### config.mk
export PLATFORM = sky130hd
export DESIGN_NAME = issue_scheduler
export DESIGN_NICKNAME = d
export VERILOG_FILES = /design/src/rtl/issue_scheduler.sv
export SDC_FILE = /design/constraint.sdc
export NUM_CORES = 2
export LEC_CHECK = 0
export ABC_AREA = 1
export BUFFER_PORTS_ARGS = -buffer_cell sky130_fd_sc_hd__clkbuf_2
export CAP_MARGIN = 20
export CELL_PAD_IN_SITES_DETAIL_PLACEMENT = 0
export CELL_PAD_IN_SITES_GLOBAL_PLACEMENT = 2
export CORE_MARGIN = 5
export CORE_UTILIZATION = 34
export DETAILED_ROUTE_END_ITERATION = 10
export GPL_ROUTABILITY_DRIVEN = 1
export GPL_TIMING_DRIVEN = 0
export PLACE_DENSITY_LB_ADDON = 0.1
export SLEW_MARGIN = 25
export SYNTH_ARGS = -nofsm -noshare
export SYNTH_HDL_FRONTEND = slang
export SYNTH_SLANG_ARGS = --single-unit
### constraint.sdc
create_clock -name clk -period 9.1 [get_ports clk]
set_input_delay 1.82 -clock clk [delete_from_list [all_inputs] [get_ports clk]]
set_output_delay 1.82 -clock clk [all_outputs]
set_load 0.01 [all_outputs]
### src/rtl/issue_scheduler.sv
// rtl/issue_scheduler.sv - dual-issue instruction buffer and pairing scheduler
// Optional issue statistics counters are built when ISSUE_STATS_EN is defined.
module issue_scheduler #(
    parameter int DEPTH = 8,
    parameter int PC_W  = 64
) (
    input  logic            clk,
    input  logic            resetn,
    input  logic [1:0]      in_valid,
    output logic            in_ready,
    input  logic [PC_W-1:0] in_pc0,
    input  logic [PC_W-1:0] in_pc1,
    input  logic [31:0]     in_instr0,
    input  logic [31:0]     in_instr1,
    input  logic [18:0]     in_info0,
    input  logic [18:0]     in_info1,
    input  logic            stall,
    input  logic            flush,
`ifdef ISSUE_STATS_EN
    output logic [31:0]     stat_dual,
    output logic [31:0]     stat_single,
    output logic [31:0]     stat_bubble,
`endif
    output logic            out_valid0,
    output logic            out_valid1,
    output logic [PC_W-1:0] out_pc0,
    output logic [PC_W-1:0] out_pc1,
    output logic [31:0]     out_instr0,
    output logic [31:0]     out_instr1
);

    localparam int AW = $clog2(DEPTH);
    localparam int CW = AW + 1;

    logic [PC_W-1:0] mem_pc    [DEPTH];
    logic [31:0]     mem_instr [DEPTH];
    logic [18:0]     mem_info  [DEPTH];

    logic [AW-1:0]   head, tail, head1, tail1;
    logic [CW-1:0]   count;
    logic [PC_W-1:0] hold_pc0, hold_pc1;
    logic [31:0]     hold_instr0, hold_instr1;

    logic            do_push;
    logic [1:0]      push_n, pop_n;
    logic            pair_ok;

    // Predecode fields of the two head entries: {rs1, rs2, rd, regwrite, is_mem, is_br, is_csr}
    logic [4:0]      e0_rd, e1_rs1, e1_rs2;
    logic            e0_rw, e0_mem, e0_br, e0_csr;
    logic            e1_mem, e1_br, e1_csr;

    assign head1 = head + AW'(1);
    assign tail1 = tail + AW'(1);

    assign e0_rd  = mem_info[head][8:4];
    assign e0_rw  = mem_info[head][3];
    assign e0_mem = mem_info[head][2];
    assign e0_br  = mem_info[head][1];
    assign e0_csr = mem_info[head][0];
    assign e1_rs1 = mem_info[head1][18:14];
    assign e1_rs2 = mem_info[head1][13:9];
    assign e1_mem = mem_info[head1][2];
    assign e1_br  = mem_info[head1][1];
    assign e1_csr = mem_info[head1][0];

    always_comb begin
        pair_ok = 1'b1;
        if (e0_br || e0_csr || e1_br || e1_csr) begin
            pair_ok = 1'b0;
        end
        if (e0_mem && e1_mem) begin
            pair_ok = 1'b0;
        end
        if (e0_rw && (e0_rd != 5'd0) && ((e1_rs1 == e0_rd) || (e1_rs2 == e0_rd))) begin
            pair_ok = 1'b0;
        end
    end

    assign in_ready = (count <= CW'(DEPTH - 2));
    assign do_push  = in_ready && in_valid[0] && !flush;
    assign push_n   = do_push ? (in_valid[1] ? 2'd2 : 2'd1) : 2'd0;

    assign out_valid0 = (count != '0) && !stall && !flush;
    assign out_valid1 = out_valid0 && (count >= CW'(2)) && pair_ok;
    assign pop_n      = {1'b0, out_valid0} + {1'b0, out_valid1};

    // Show-ahead head entries; with too few entries the last shown value is held.
    assign out_pc0    = (count != '0)       ? mem_pc[head]     : hold_pc0;
    assign out_instr0 = (count != '0)       ? mem_instr[head]  : hold_instr0;
    assign out_pc1    = (count >= CW'(2))   ? mem_pc[head1]    : hold_pc1;
    assign out_instr1 = (count >= CW'(2))   ? mem_instr[head1] : hold_instr1;

    always_ff @(posedge clk) begin
        if (do_push) begin
            mem_pc[tail]    <= in_pc0;
            mem_instr[tail] <= in_instr0;
            mem_info[tail]  <= in_info0;
            if (in_valid[1]) begin
                mem_pc[tail1]    <= in_pc1;
                mem_instr[tail1] <= in_instr1;
                mem_info[tail1]  <= in_info1;
            end
        end
    end

    always_ff @(posedge clk or negedge resetn) begin
        if (!resetn) begin
            head        <= '0;
            tail        <= '0;
            count       <= '0;
            hold_pc0    <= '0;
            hold_pc1    <= '0;
            hold_instr0 <= '0;
            hold_instr1 <= '0;
        end else begin
            hold_pc0    <= out_pc0;
            hold_pc1    <= out_pc1;
            hold_instr0 <= out_instr0;
            hold_instr1 <= out_instr1;
            if (flush) begin
                head  <= '0;
                tail  <= '0;
                count <= '0;
            end else begin
                head  <= head + AW'(pop_n);
                tail  <= tail + AW'(push_n);
                count <= count + CW'(push_n) - CW'(pop_n);
            end
        end
    end

`ifdef ISSUE_STATS_EN
    always_ff @(posedge clk or negedge resetn) begin
        if (!resetn) begin
            stat_dual   <= '0;
            stat_single <= '0;
            stat_bubble <= '0;
        end else if (out_valid1) begin
            if (stat_dual != '1) stat_dual <= stat_dual + 32'd1;
        end else if (out_valid0) begin
            if (stat_single != '1) stat_single <= stat_single + 32'd1;
        end else if (!stall) begin
            if (stat_bubble != '1) stat_bubble <= stat_bubble + 32'd1;
        end
    end
`endif

endmodule

==> results.ini <==
[status]
status = finished clean

[routing]
post_drt_wl_per_cell_um = 33.08
drc_errors = 0
vias = 59637
drtPass1Iterations = 8
initialDrtViolationCount = 8005
wl_mm = 336.9
ant_nets = 0
viasPerCell = 5.857

[synth]
synth_compound_area_frac = 0.2284
avgSynthCellArea_um2 = 8.701
yosys.area_share.adder = 0.003520
ys_ff_latch = 1122
synthSimpleGateAreaFrac = 0.1459
yosysSeqAreaShare = 0.5285
synthesis.area_um2 = 61840
synth_cells = 7107
synth_edf_count = 920
synthArstFlopShare = 0.1800
synth_cell_types = 34
synth_top_family_by_area = compound AO/OA/AOI/OAI gates
synthFlopType = edfxtp_1
synth_xor_area_frac = 0.001012
synth_warnings = 0
synth.area.mux_share = 0
syn_nets = 7358

[global_route]
gr-usage-all-layers = 0.3407
antenna_found_initial = 49
grt-ovfl-total = 0
grt_max_degree = 72
grt_pass1_wl_mm = 457.6
grt_pass1_vias = 56990

[timing]
min_period_over_period = 0.8039
finalCriticalPeriod_ns = 7.315
maxSlewHeadroom = 0.1415
hold_slack_ns = 0.4727
finalWorstSetupSlack_ns = 1.785
rsz0062_at_grt = no
finalMaxSlewViolations = 0
tightest_slew_ns = 1.288
setup-violations-final = 0
clock.fmax_ghz = 0.1367
hold_viol = 0
skew_ns = 0.04307

[setup_path]
reg2regPathDepth = 20
end_kind = output pin
r2r-start = head[0]
cp_max_fo = 10
r2r_end = count[3]
path_class = reg -> out
crit_path_start_kind = flip-flop
required_ns = 7.28
critical_path_arrival_ns = 5.50
regToRegSetupSlack_ns = 3.08

[placement]
gp_congestion = 0.9198
dp_hpwl_mm = 244.3
place_inst = 9887
portBuffers = 314
dp_worst_setup_slack_ns = 2.748

[worst_hold_path]
hp-class = reg -> reg
holdPathStages = 2
hold_start = hold_instr0[15]
min_to = hold_instr0[15]

[floorplanning]
core-area_um2 = 180900
initial_utilization = 0.3418
rows = 156
die_height_um = 436.5
dieArea_um2 = 190500
pin_count = 431
die_w_um = 436.5

[clock_network]
cts_resized = 0
insertion_delay_ns = 0.83
clock_path_buffers = 3
cts_tree = built
post_cts.repair.setup_buffers = 0
clock-sinks = 1122
cts_buffers = 145
cts_hold_buf = 0
htreeDepth = 4
cts_root_buf = clkbuf_16
path_clk_slew_ns = 0.06

[power_and_ir_drop]
power_density_nw_per_um2 = 286.3
p_leak_uw = 0.03106
ir_worst_vdd_v = 0.0002001

[flow_run]
drv_cap = 0

[final_layout]
syn_to_final_growth_pct = 19.36
nNetsFinal = 7915
stdcell_count = 10183
drive_above_1_share = 0.1557
fillers = 18164

## critical path, cell delays in order, from the launching register on
cell      delay, ns
dfrtp_1        0.40
buf_2          0.20
clkinv_1       0.51
buf_4          0.36
buf_2          0.49
buf_2          0.67
buf_1          0.89
o211ai_1       0.15
nand3_1        0.16
nand3_1        0.17
nand2_1        0.38
clkbuf_2       0.21
## worst max-delay path by stage
stage | from | to | slack [ns] | depth (start not counted)
floorplan | flush | mem_info[4][0] | -2.18 | 6
global placement | flush | mem_instr[5][25] | -13.48 | 6
detailed placement | head[0] | out_pc1[11] | 2.75 | 11
CTS | head[0] | out_pc1[11] | 1.87 | 11
global route | head[0] | out_pc0[52] | 1.89 | 10
finish | head[0] | out_pc1[11] | 1.78 | 11
## layer usage
layer | global-route usage | share of wire | vias up
met3 | 0.06122 | 0.091 | 827
met4 | 0.2039 | 0.068 | 16
met1 | 0.4476 | 0.40 | 29274
met2 | 0.5252 | 0.44 | 3612
li1 | - | - | 25908
met5 | 0.005796 | 0.00051 | -
## per-stage QoR
| stage | util | TNS, ns | cell area, um^2 | total power [uW] |
|---|---|---|---|---|
| after floorplan | - | -1000.93 | 61840 | 10570 |
| after global placement | 0.3669 | -8680.33 | 66380 | 15020 |
| after detailed placement | 0.3814 | 0 | 69010 | 15210 |
| after CTS | 0.4075 | 0 | 73730 | 21030 |
| after global routing | 0.4077 | 0 | 73770 | 21800 |
| final | 0.4079 | 0 | 73810 | 21130 |
## synth_stat cells, types with 3 or more instances
| library cell | count | area (um^2) |
|---|---|---|
| nand3_1 | 325 | 1627 |
| buf_6 | 121 | 1363 |
| o22ai_1 | 53 | 331.6 |
| ha_1 | 11 | 137.6 |
| nand2_1 | 1550 | 5818 |
| o211ai_1 | 192 | 1441 |
| fa_1 | 4 | 80.08 |
| inv_1 | 498 | 1869 |
| dfrtp_1 | 202 | 5055 |
| o221ai_1 | 101 | 884.6 |
| o21ai_1 | 546 | 2733 |
| xnor2_1 | 3 | 26.28 |
| nor2_1 | 362 | 1359 |
| a21oi_1 | 386 | 1932 |
| buf_1 | 23 | 86.33 |
| o21ai_0 | 1079 | 5400 |
| clkbuf_1 | 301 | 1130 |
| inv_2 | 3 | 11.26 |
| edfxtp_1 | 920 | 27630 |
| o21ai_2 | 157 | 1375 |
| buf_4 | 7 | 52.55 |
| buf_2 | 242 | 1211 |
| nand4_4 | 8 | 170.2 |
## logic make-up (layout without fill, tap and decap cells)
group | after synthesis | after routing
flip-flops | 1122 | 1122
XOR/XNOR | 5 | 5
AND/OR/NAND/NOR | 2250 | 2250
other | 0 | 30
buffers and inverters | 1198 | 1874
adder cells (fa/ha/maj) | 15 | 15
AO/OA/AOI/OAI | 2517 | 2517
## registers in the layout, indices dropped and copies added, names as in the netlist
signal,count
tail,3
hold_pc1,64
mem_instr,256
mem_pc,512
hold_instr0,32
hold_pc0,64
hold_instr1,32
head,3
mem_info,152
count,4
## cells in the final DEF (no fill, tap or decap), types with 81 or more instances in the layout
cell | synthesis | final
nand3_1 | 325 | 325
o21ai_1 | 546 | 546
a21oi_1 | 386 | 385
nor2_1 | 362 | 361
nand2_1 | 1550 | 1550
buf_16 | 0 | 81
o21ai_2 | 157 | 157
edfxtp_1 | 920 | 920
o211ai_1 | 192 | 192
o221ai_1 | 101 | 101
inv_1 | 498 | 498
clkbuf_16 | 0 | 158
buf_6 | 121 | 122
o21ai_0 | 1079 | 1071
dfrtp_1 | 202 | 202
buf_2 | 242 | 246
clkbuf_2 | 1 | 355
clkbuf_1 | 301 | 307
## power by group
part	switching [uW]	internal [uW]
sequential	167	6210
clock	2420	3450
combinational	6620	2270
## final cells by class
| type | instances | area [um^2] | share of cell area |
|---|---|---|---|
| tap | 2370 | 2965 | 0.04017 |
| timing repair buffer | 410 | 4046 | 0.05482 |
| antenna | 30 | 75.07 | 0.001017 |
| clock buffer | 221 | 4350 | 0.05894 |
| multi-input combinational | 4787 | 23530 | 0.3188 |
| clock inverter | 45 | 370.4 | 0.005018 |
| sequential | 1122 | 32680 | 0.4428 |
| inverter | 503 | 1888 | 0.02558 |
| buffer | 695 | 3904 | 0.05289 |
Power figures use the tool's default switching activity.
